--- src/rtl/i2c_master.sv ---
// rtl/i2c_master.sv - byte-level single-master I2C controller driving open-drain pad enables
module i2c_master #(
    parameter int CLK_DIV = 250
) (
    input  logic       clk_i,
    input  logic       rst_ni,
    input  logic       cmd_valid_i,
    output logic       cmd_ready_o,
    input  logic [1:0] cmd_op_i,
    input  logic [7:0] cmd_data_i,
    input  logic       cmd_nack_i,
    output logic       rsp_valid_o,
    output logic [7:0] rsp_data_o,
    output logic       rsp_nack_o,
    output logic       rsp_err_o,
    output logic       busy_o,
    input  logic       scl_i,
    input  logic       sda_i,
    output logic       scl_o,
    output logic       sda_o,
    output logic       scl_t,
    output logic       sda_t
);
    localparam int CW = $clog2(CLK_DIV);
    localparam logic [CW-1:0] QLAST = CW'(CLK_DIV - 1);
    localparam logic [1:0] OP_START = 2'd0;
    localparam logic [1:0] OP_STOP  = 2'd1;
    localparam logic [1:0] OP_WRITE = 2'd2;

    typedef enum logic [2:0] {
        S_IDLE, S_START, S_STOP, S_TXBIT, S_TXACK, S_RXBIT, S_RXACK, S_RESP
    } state_t;

    state_t        state_q, state_d;
    logic [1:0]    qidx_q, qidx_d;
    logic [CW-1:0] qcnt_q, qcnt_d;
    logic [1:0]    settle_q, settle_d;
    logic [2:0]    bit_q, bit_d;
    logic [7:0]    data_q, data_d;
    logic [7:0]    rx_q, rx_d;
    logic          nack_q, nack_d;
    logic          ack_q, ack_d;
    logic          rej_q, rej_d;
    logic          busy_q, busy_d;
    logic [7:0]    rsp_data_q, rsp_data_d;
    logic          rsp_nack_q, rsp_nack_d;
    logic          rsp_err_q, rsp_err_d;
    logic          scl_t_q, scl_t_d;
    logic          sda_t_q, sda_t_d;
    logic          scl_s1_q, scl_s_q, sda_s1_q, sda_s_q;
    logic          accept, hold, q_last, q_end, bit_end, samp;

    always_ff @(posedge clk_i or negedge rst_ni) begin
        if (!rst_ni) begin
            scl_s1_q <= 1'b1;
            scl_s_q  <= 1'b1;
            sda_s1_q <= 1'b1;
            sda_s_q  <= 1'b1;
        end else begin
            scl_s1_q <= scl_i;
            scl_s_q  <= scl_s1_q;
            sda_s1_q <= sda_i;
            sda_s_q  <= sda_s1_q;
        end
    end

    always_ff @(posedge clk_i or negedge rst_ni) begin
        if (!rst_ni) begin
            state_q    <= S_IDLE;
            qidx_q     <= '0;
            qcnt_q     <= '0;
            settle_q   <= '0;
            bit_q      <= '0;
            data_q     <= '0;
            rx_q       <= '0;
            nack_q     <= 1'b0;
            ack_q      <= 1'b0;
            rej_q      <= 1'b0;
            busy_q     <= 1'b0;
            rsp_data_q <= '0;
            rsp_nack_q <= 1'b0;
            rsp_err_q  <= 1'b0;
            scl_t_q    <= 1'b1;
            sda_t_q    <= 1'b1;
        end else begin
            state_q    <= state_d;
            qidx_q     <= qidx_d;
            qcnt_q     <= qcnt_d;
            settle_q   <= settle_d;
            bit_q      <= bit_d;
            data_q     <= data_d;
            rx_q       <= rx_d;
            nack_q     <= nack_d;
            ack_q      <= ack_d;
            rej_q      <= rej_d;
            busy_q     <= busy_d;
            rsp_data_q <= rsp_data_d;
            rsp_nack_q <= rsp_nack_d;
            rsp_err_q  <= rsp_err_d;
            scl_t_q    <= scl_t_d;
            sda_t_q    <= sda_t_d;
        end
    end

    assign cmd_ready_o = ((state_q == S_IDLE) && !rej_q) || (state_q == S_RESP);

    always_comb begin
        state_d    = state_q;
        qidx_d     = qidx_q;
        qcnt_d     = qcnt_q;
        settle_d   = settle_q;
        bit_d      = bit_q;
        data_d     = data_q;
        rx_d       = rx_q;
        nack_d     = nack_q;
        ack_d      = ack_q;
        rej_d      = rej_q;
        busy_d     = busy_q;
        rsp_data_d = rsp_data_q;
        rsp_nack_d = rsp_nack_q;
        rsp_err_d  = rsp_err_q;
        scl_t_d    = scl_t_q;
        sda_t_d    = sda_t_q;

        accept  = cmd_valid_i && cmd_ready_o;
        // q1 always waits out the synchronizer before trusting SCL, so a START from an
        // idle (already high) bus has the same timing as one from a low SCL
        hold    = (qidx_q == 2'd1) && ((settle_q != 2'd2) || !scl_s_q);
        q_last  = (qcnt_q == QLAST);
        q_end   = !hold && q_last;
        bit_end = q_end && (qidx_q == 2'd3);
        samp    = (qidx_q == 2'd2) && q_last;

        case (state_q)
            S_IDLE: begin
                if (rej_q) begin
                    rej_d      = 1'b0;
                    state_d    = S_RESP;
                    rsp_err_d  = 1'b1;
                    rsp_nack_d = 1'b0;
                end
            end
            S_RESP: state_d = S_IDLE;
            default: begin
                if (hold) begin
                    if (settle_q != 2'd2) settle_d = settle_q + 2'd1;
                end else if (q_last) begin
                    qcnt_d   = '0;
                    qidx_d   = qidx_q + 2'd1;
                    settle_d = '0;
                end else begin
                    qcnt_d = qcnt_q + 1'b1;
                end
            end
        endcase

        case (state_q)
            S_START: if (bit_end) begin
                state_d    = S_RESP;
                busy_d     = 1'b1;
                rsp_nack_d = 1'b0;
                rsp_err_d  = 1'b0;
            end
            S_STOP: if (bit_end) begin
                state_d    = S_RESP;
                busy_d     = 1'b0;
                rsp_nack_d = 1'b0;
                rsp_err_d  = 1'b0;
            end
            S_TXBIT: if (bit_end) begin
                data_d = {data_q[6:0], 1'b0};
                bit_d  = bit_q + 3'd1;
                if (bit_q == 3'd7) state_d = S_TXACK;
            end
            S_TXACK: begin
                if (samp) ack_d = sda_s_q;
                if (bit_end) begin
                    state_d    = S_RESP;
                    rsp_nack_d = ack_q;
                    rsp_err_d  = 1'b0;
                end
            end
            S_RXBIT: begin
                if (samp) rx_d = {rx_q[6:0], sda_s_q};
                if (bit_end) begin
                    bit_d = bit_q + 3'd1;
                    if (bit_q == 3'd7) state_d = S_RXACK;
                end
            end
            S_RXACK: if (bit_end) begin
                state_d    = S_RESP;
                rsp_data_d = rx_q;
                rsp_nack_d = 1'b0;
                rsp_err_d  = 1'b0;
            end
            default: ;
        endcase

        if (accept) begin
            data_d   = cmd_data_i;
            nack_d   = cmd_nack_i;
            qidx_d   = '0;
            qcnt_d   = '0;
            settle_d = '0;
            bit_d    = '0;
            if ((cmd_op_i != OP_START) && !busy_q) begin
                state_d = S_IDLE;
                rej_d   = 1'b1;
            end else if (cmd_op_i == OP_START) begin
                state_d = S_START;
            end else if (cmd_op_i == OP_STOP) begin
                state_d = S_STOP;
            end else if (cmd_op_i == OP_WRITE) begin
                state_d = S_TXBIT;
            end else begin
                state_d = S_RXBIT;
            end
        end

        // Pad enables are registered from the next state so each quarter's line level
        // appears on the same edge that starts the quarter
        case (state_d)
            S_START: begin
                case (qidx_d)
                    2'd0: sda_t_d = 1'b1;
                    2'd1: begin scl_t_d = 1'b1; sda_t_d = 1'b1; end
                    2'd2: begin scl_t_d = 1'b1; sda_t_d = 1'b0; end
                    default: begin scl_t_d = 1'b0; sda_t_d = 1'b0; end
                endcase
            end
            S_STOP: begin
                case (qidx_d)
                    2'd0: begin scl_t_d = 1'b0; sda_t_d = 1'b0; end
                    2'd1, 2'd2: begin scl_t_d = 1'b1; sda_t_d = 1'b0; end
                    default: begin scl_t_d = 1'b1; sda_t_d = 1'b1; end
                endcase
            end
            S_TXBIT: begin
                scl_t_d = (qidx_d == 2'd1) || (qidx_d == 2'd2);
                sda_t_d = data_d[7];
            end
            S_TXACK, S_RXBIT: begin
                scl_t_d = (qidx_d == 2'd1) || (qidx_d == 2'd2);
                sda_t_d = 1'b1;
            end
            S_RXACK: begin
                scl_t_d = (qidx_d == 2'd1) || (qidx_d == 2'd2);
                sda_t_d = nack_d;
            end
            default: ;
        endcase
    end

    assign rsp_valid_o = (state_q == S_RESP);
    assign rsp_data_o  = rsp_data_q;
    assign rsp_nack_o  = rsp_nack_q;
    assign rsp_err_o   = rsp_err_q;
    assign busy_o      = busy_q;
    assign scl_o       = 1'b0;
    assign sda_o       = 1'b0;
    assign scl_t       = scl_t_q;
    assign sda_t       = sda_t_q;
endmodule

--- config.mk ---
export PLATFORM = sky130hd
export DESIGN_NAME = i2c_master
export DESIGN_NICKNAME = d
export VERILOG_FILES = /design/src/rtl/i2c_master.sv
export SDC_FILE = /design/constraint.sdc
export NUM_CORES = 1
export LEC_CHECK = 0
export CAP_MARGIN = 20
export CELL_PAD_IN_SITES_DETAIL_PLACEMENT = 1
export CELL_PAD_IN_SITES_GLOBAL_PLACEMENT = 1
export CORE_MARGIN = 1
export CORE_UTILIZATION = 44
export DETAILED_ROUTE_END_ITERATION = 8
export MAX_ROUTING_LAYER = met4
export PLACE_DENSITY = 0.8
export SLEW_MARGIN = 10
export SYNTH_ARGS = -nofsm -noshare
export SYNTH_HDL_FRONTEND = slang
export SYNTH_SLANG_ARGS = --single-unit
--- constraint.sdc ---
create_clock -name clk_i -period 2.6 [get_ports clk_i]
set_input_delay 0.52 -clock clk_i [delete_from_list [all_inputs] [get_ports clk_i]]
set_output_delay 0.52 -clock clk_i [all_outputs]
set_load 0.05 [all_outputs]
Word-level counts from Yosys, hierarchy flattened
Cells that the tools add are included.

word-level totals
  register bits after elaboration = 54
  output and inout bits = 17
  word-level logic and storage cells = 151

cells by class
  $add $sub $neg = 4
  eq/ne operators = 29
  muxes and demuxes = 54
  reductions and logical operators = 43

operator list
  kind                 number
  $mux 8               7
  $mux 3               14
  $eq 3x3->1 const B   8
  $mux 2               9
  $mux 1               17
  $reduce_and 2->1     7
  $eq 3x2->1 const B   4
  $ne 2x2->1 const B   5
  $reduce_bool 2->1    5
  $reduce_or 2->1      5
  $pmux 3 s3           1
  $add 8x1->8 const B  1
  $eq 2x2->1 const B   4
  $eq 8x8->1 const B   1
  $reduce_or 4->1      2
  $logic_and 1x1->1    7
  $eq 2x1->1 const B   3
  $eq 3x1->1 const B   2
  $pmux 1 s2           3
  $pmux 3 s2           1
  $reduce_and 3->1     2
  $reduce_bool 3->1    2
  $reduce_or 3->1      2
  $pmux 1 s5           1
  other kinds (10)     17

Logic depth before layout (Yosys ltp)
  depth after elaboration = 13
  depth in mapped cells = 12
  gate-level depth less buffers = 12

Least setup slack after synthesis
OpenSTA, ideal clock, no wires.

  path kind = reg2reg
  start point = reg state_q[0]
  end point = reg sda_t_q (netlist: sda_t)
  library setup time = 90 ps
  data arrival time = 3,023 ps
  required time = 2,510 ps
  setup slack = -513 ps
  cell stages (with the launch flop) = 9
  buffers on the path = 1
  clock period less this slack = 3,113 ps
  cells stage by stage = dfrtp_1 > buf_2 > or3_1 > o21ai_0 > a21boi_1 > a221oi_4 > or3_1 > a21oi_1 > a211oi_2

between the ends
  elaborated cells between the ends (all ways) = 43

RTL lines
  item                                                    RTL line  text
  from (decl)                                             34        state_t state_q, state_d;
  from (signal assigned)                                  86        state_q <= state_d;
  $logic_not 3->1                                         105       assign cmd_ready_o = ((state_q == S_IDLE) && !rej_q) || (state_q == S_RESP);
  $logic_and 1x1->1                                       105
  $logic_or 1x1->1 (*)                                    105
  net cmd_ready_o                                         8         output logic cmd_ready_o,
  $logic_and 1x1->1 (*)                                   125       accept = cmd_valid_i && cmd_ready_o;
  $mux 3 (*)                                              199       if (accept) begin
  net state_d[0]                                          34
  $eq 3x3->1                                              222       case (state_d)
  $reduce_or 2->1                                         222
  $pmux 1 s5 / $reduce_bool 5->1 (equally long branches)  -
  to (signal assigned)                                    101       sda_t_q <= sda_t_d;
  to (decl)                                               49        logic sda_t_q, sda_t_d;

Mark *: on every way through the listed nets, which the timed path passes. The rest lies on a longest branch. The select of a mux whose other input is x is not followed.
A chain may end at the register's enable or synchronous reset.

Final worst setup path
  start point = reg qidx_q[0]
  end point = reg scl_t_q (netlist: scl_t)

between the ends
  cells in the longest elaborated chain, start to end = 12
  elaborated cells between the ends (all ways) = 34

ends and longest elaborated chain
  item                                             RTL line  text
  from (decl)                                      35        logic [1:0] qidx_q, qidx_d;
  from (signal assigned)                           87        qidx_q <= qidx_d;
  $eq 2x1->1                                       128       hold = (qidx_q == 2'd1) && ((settle_q != 2'd2) || !scl_s_q);
  $logic_and 1x1->1                                128
  $logic_not 1->1                                  130       q_end = !hold && q_last;
  $logic_and 1x1->1                                130
  $logic_and 1x1->1 (*)                            131       bit_end = q_end && (qidx_q == 2'd3);
  $mux 3 (on tied branches)                        -
  $pmux 3 s3 (*)                                   157       case (state_q)
  $mux 3 (*)                                       199
  net state_d[0]                                   34
  $eq 3x3->1 / $eq 3x2->1 (equally long branches)  222
  $reduce_or 4->1 (no source line)                 -
  $reduce_bool 3->1 (no source line)               -
  $reduce_and 2->1 (no source line)                -
  to (signal assigned)                             100       scl_t_q <= scl_t_d;
  to (decl)                                        48        logic scl_t_q, scl_t_d;

Mark *: on every way through the listed nets, which the timed path passes. The rest lies on a longest branch.

==> impl_metrics.csv <==
group,metric,value,unit
run_status,status,"completed",
setup_path,critical_path_arrival,2780,ps
clocking,cts_tree,"yes",
pwr,total_power,0.00330,W
sta,worst_clock_skew,10.1,ps
clocking,clk_path_buf_depth,2,
yosys,avgSynthCellArea,10.2,um2
final_layout,diodes,0,
sta,worst_pin_slew,537,ps
final_layout,synthToLayoutAreaGrowth,23.0,%
pwr,p_per_area,932,mW/mm2
sta,slew_violations,0,
yosys,yosysUniqueCellTypes,52,
die,row_count,29,
setup_path,rr_startpoint,"qidx_q[0]$_DFF_PN0_",
detailed_routing,drc,0,
setup_path,startpoint_type,"register",
pwr,ir_drop,0.000444,V
place,dp_hpwl,4780,um
clocking,clock_sinks,54,
clocking,clkLatencyLatePin,310,ps
yosys,ys_async_sr_fraction,100,%
detailed_routing,wl_per_cell,16.6,um
die,core_area,0.00635,mm2
global_routing,gr-usage-all-layers,21.8,%
pwr,p_leak,1.61,nW
die,die_area,0.00688,mm2
yosys,yosys_warnings,0,
setup_path,reg2reg_slack,80,ps
place,dp_cells,397,
setup_path,path_max_fanout,11,
final_layout,drive_above_1_share,23.0,%
final_layout,nNetsFinal,359,
yosys,syn_area,0.00288,mm2
yosys,synth_edf_count,0,
yosys,synthCells,283,
worst_hold_path,hp-class,"in2async",
clocking,clk_pin_slew_worst_paths,100,ps
global_routing,grt_pass1_vias,2454,
final_layout,fin_cells,408,
setup_path,required,2850,ps
clocking,numCtsBuffers,5,
global_routing,antenna_found_initial,0,
sta,fin_crit,2520,ps
die,die_x,82.9,um
sta,relSlewSlack,64.2,%
sta,timing.final.crit_share,97.1,%
detailed_routing,wl,6790,um
detailed_routing,dr.pass1.iters,4,
sta,fmax,396,MHz
die,initial_core_util,45.4,%
sta,timing.hold.ws,186,ps
detailed_routing,dr_total_vias,2280,
detailed_routing,drtIter0Drc,87,
yosys,ys_seq_area_share,47.1,%
yosys,synth-seq-cells,54,
detailed_routing,antenna_left,0,
global_routing,grt_overflow,0,
place,gp_congestion,0.841,
clocking,cts-root-buf,"clkbuf_8",
flow_run,drv_cap,0,
setup_path,r2r_cells,8,
final_layout,nFillCells,706,
final_layout,fin_util,55.8,%
setup_path,r2r-end,"scl_t$_DFFE_PN1P_",
global_routing,grt_pass1_wl,11700,um
setup_path,end_kind,"register",
setup_path,critPathKind,"reg2reg",
detailed_routing,viasPerCell,5.59,
clocking,postCtsHoldBufs,0,
clocking,ctsHtreeMaxLevel,2,
die,ioPinCount,33,
place,port_buffers,30,
global_routing,grt_max_degree,23,
yosys,synthFlopType,"dfrtp_1",
die,die_h,82.9,um
sta,setup_violations,0,
sta,hold_viol,0,
[layer usage]
metal,global-route usage [%],wire [um]
met5,-,0
met4,6.27,74
met3,3.08,163
met2,35.9,3400
met1,28.2,3160
[cells in the mapped netlist, types with 2 or more instances]
master / instances / area, um2
a21oi_1: 16 / 80.1
a31oi_1: 3 / 18.8
and2_1: 2 / 12.5
and3_1: 4 / 25.0
and4_4: 2 / 22.5
buf_2: 5 / 25.0
buf_4: 2 / 15.0
clkbuf_1: 6 / 22.5
dfrtp_1: 48 / 1200
dfstp_2: 6 / 158
ha_1: 13 / 163
inv_1: 14 / 52.6
mux2_2: 17 / 191
mux2i_1: 12 / 120
nand2_1: 24 / 90.1
nand3_1: 10 / 50.1
nand3b_1: 2 / 15.0
nand4_1: 3 / 18.8
nor2_1: 18 / 67.6
nor2b_1: 2 / 12.5
nor3_1: 7 / 35.0
nor4_1: 4 / 25.0
o211ai_1: 3 / 22.5
o21a_1: 2 / 15.0
o21ai_0: 21 / 105
o21ai_2: 2 / 17.5
o22ai_1: 2 / 12.5
o31ai_1: 2 / 15.0
or2_2: 4 / 25.0
or3_1: 3 / 18.8
xnor2_1: 2 / 17.5
xor2_1: 2 / 17.5
[layout by cell type, fill, tap and decap left out, types with 2 or more instances in the layout]
cell type	count
dfrtp_1	48
clkdlybuf4s50_1	26
nand2_1	24
buf_4	24
o21ai_0	19
nor2_1	17
mux2_2	17
a21oi_1	16
inv_1	14
mux2i_1	12
ha_1	12
nand3_1	10
nor3_1	6
clkbuf_8	6
dfstp_2	6
nor4_1	4
or2_2	4
and3_1	4
or3_1	3
o211ai_1	3
nand4_1	3
o21ai_2	3
a31oi_1	3
and4_4	2
o21ai_1	2
o21a_1	2
xnor2_1	2
nor2b_1	2
o31ai_1	2
and2_1	2
o22ai_1	2
xor2_1	2
nand3b_1	2
nor3_2	2
conb_1	2
bufinv_16	2
[per-stage QoR]
step,TNS [ps],worst slack [ps],instance area [um2]
after floorplan,0,175,2890
after global placement,-200,-163,3360
after detailed placement,-384,-251,3360
after CTS,0,32.5,3500
after global routing,-64.5,-32.5,3540
final,0,76.2,3540
[area by class of cell]
class	instances	area (um2)	area share [%]
inverter	15	56.3	1.59
timing repair buffer	53	478	13.5
clock inverter	2	60.1	1.69
sequential	54	1360	38.3
clock buffer	6	82.6	2.33
tap	77	96.3	2.72
multi-input combinational	201	1410	39.9
[state kept, by name, indices dropped and copies added (netlist names)]
signal      cells
data_q          8
qcnt_q          8
rsp_data_o      8
rx_q            8
bit_q           3
state_q         3
qidx_q          2
settle_q        2
ack_q           1
busy_o          1
nack_q          1
rej_q           1
rsp_err_o       1
rsp_nack_o      1
scl_s1_q        1
scl_s_q         1
scl_t           1
sda_s1_q        1
sda_s_q         1
sda_t           1
[worst max-delay path: stages, from the launching register on]
cell      delay (ps)
dfrtp_1          450
ha_1             250
a21bo_2          230
and4_4           340
mux2i_1          140
a221oi_4         540
a211oi_1         170
a21oi_1          180
o211a_1          170
[what timing repair did]
action,4_1_cts,5_1_grt
buffers inserted,0,3
setup endpoints to repair,0,2
gates resized for setup,0,6
[cell families after synthesis]
group,count (synthesis),synth area share [%]
AO/OA/AOI/OAI,63,14.4
XOR/XNOR,4,1.22
adder cells (fa/ha/maj),13,5.64
buffers and inverters,29,4.64
flip-flops,54,47.1
multiplexers,29,10.8
other,1,0.130
AND/OR/NAND/NOR,90,16.1
[power by group]
part	internal (W)	switching [W]
Combinational	0.000564	0.000821
Clock	0.000411	0.000275
Sequential	0.00106	0.000176
Total	0.00203	0.00127
[worst max-delay path by stage]
stage / slack [ps] / start / depth (start not counted) / endpoint
after floorplan: 170 / state_q[0]$_DFF_PN0_ / 8 / sda_t$_DFFE_PN1P_
after global placement: -160 / cmd_op_i[1] / 10 / sda_t$_DFFE_PN1P_
after detailed placement: -250 / cmd_op_i[1] / 10 / sda_t$_DFFE_PN1P_
after CTS: 30 / qidx_q[0]$_DFF_PN0_ / 10 / scl_t$_DFFE_PN1P_
after global routing: -30 / qidx_q[0]$_DFF_PN0_ / 8 / scl_t$_DFFE_PN1P_
final: 80 / qidx_q[0]$_DFF_PN0_ / 8 / scl_t$_DFFE_PN1P_
Note: power is estimated with default switching activity, not from simulation.
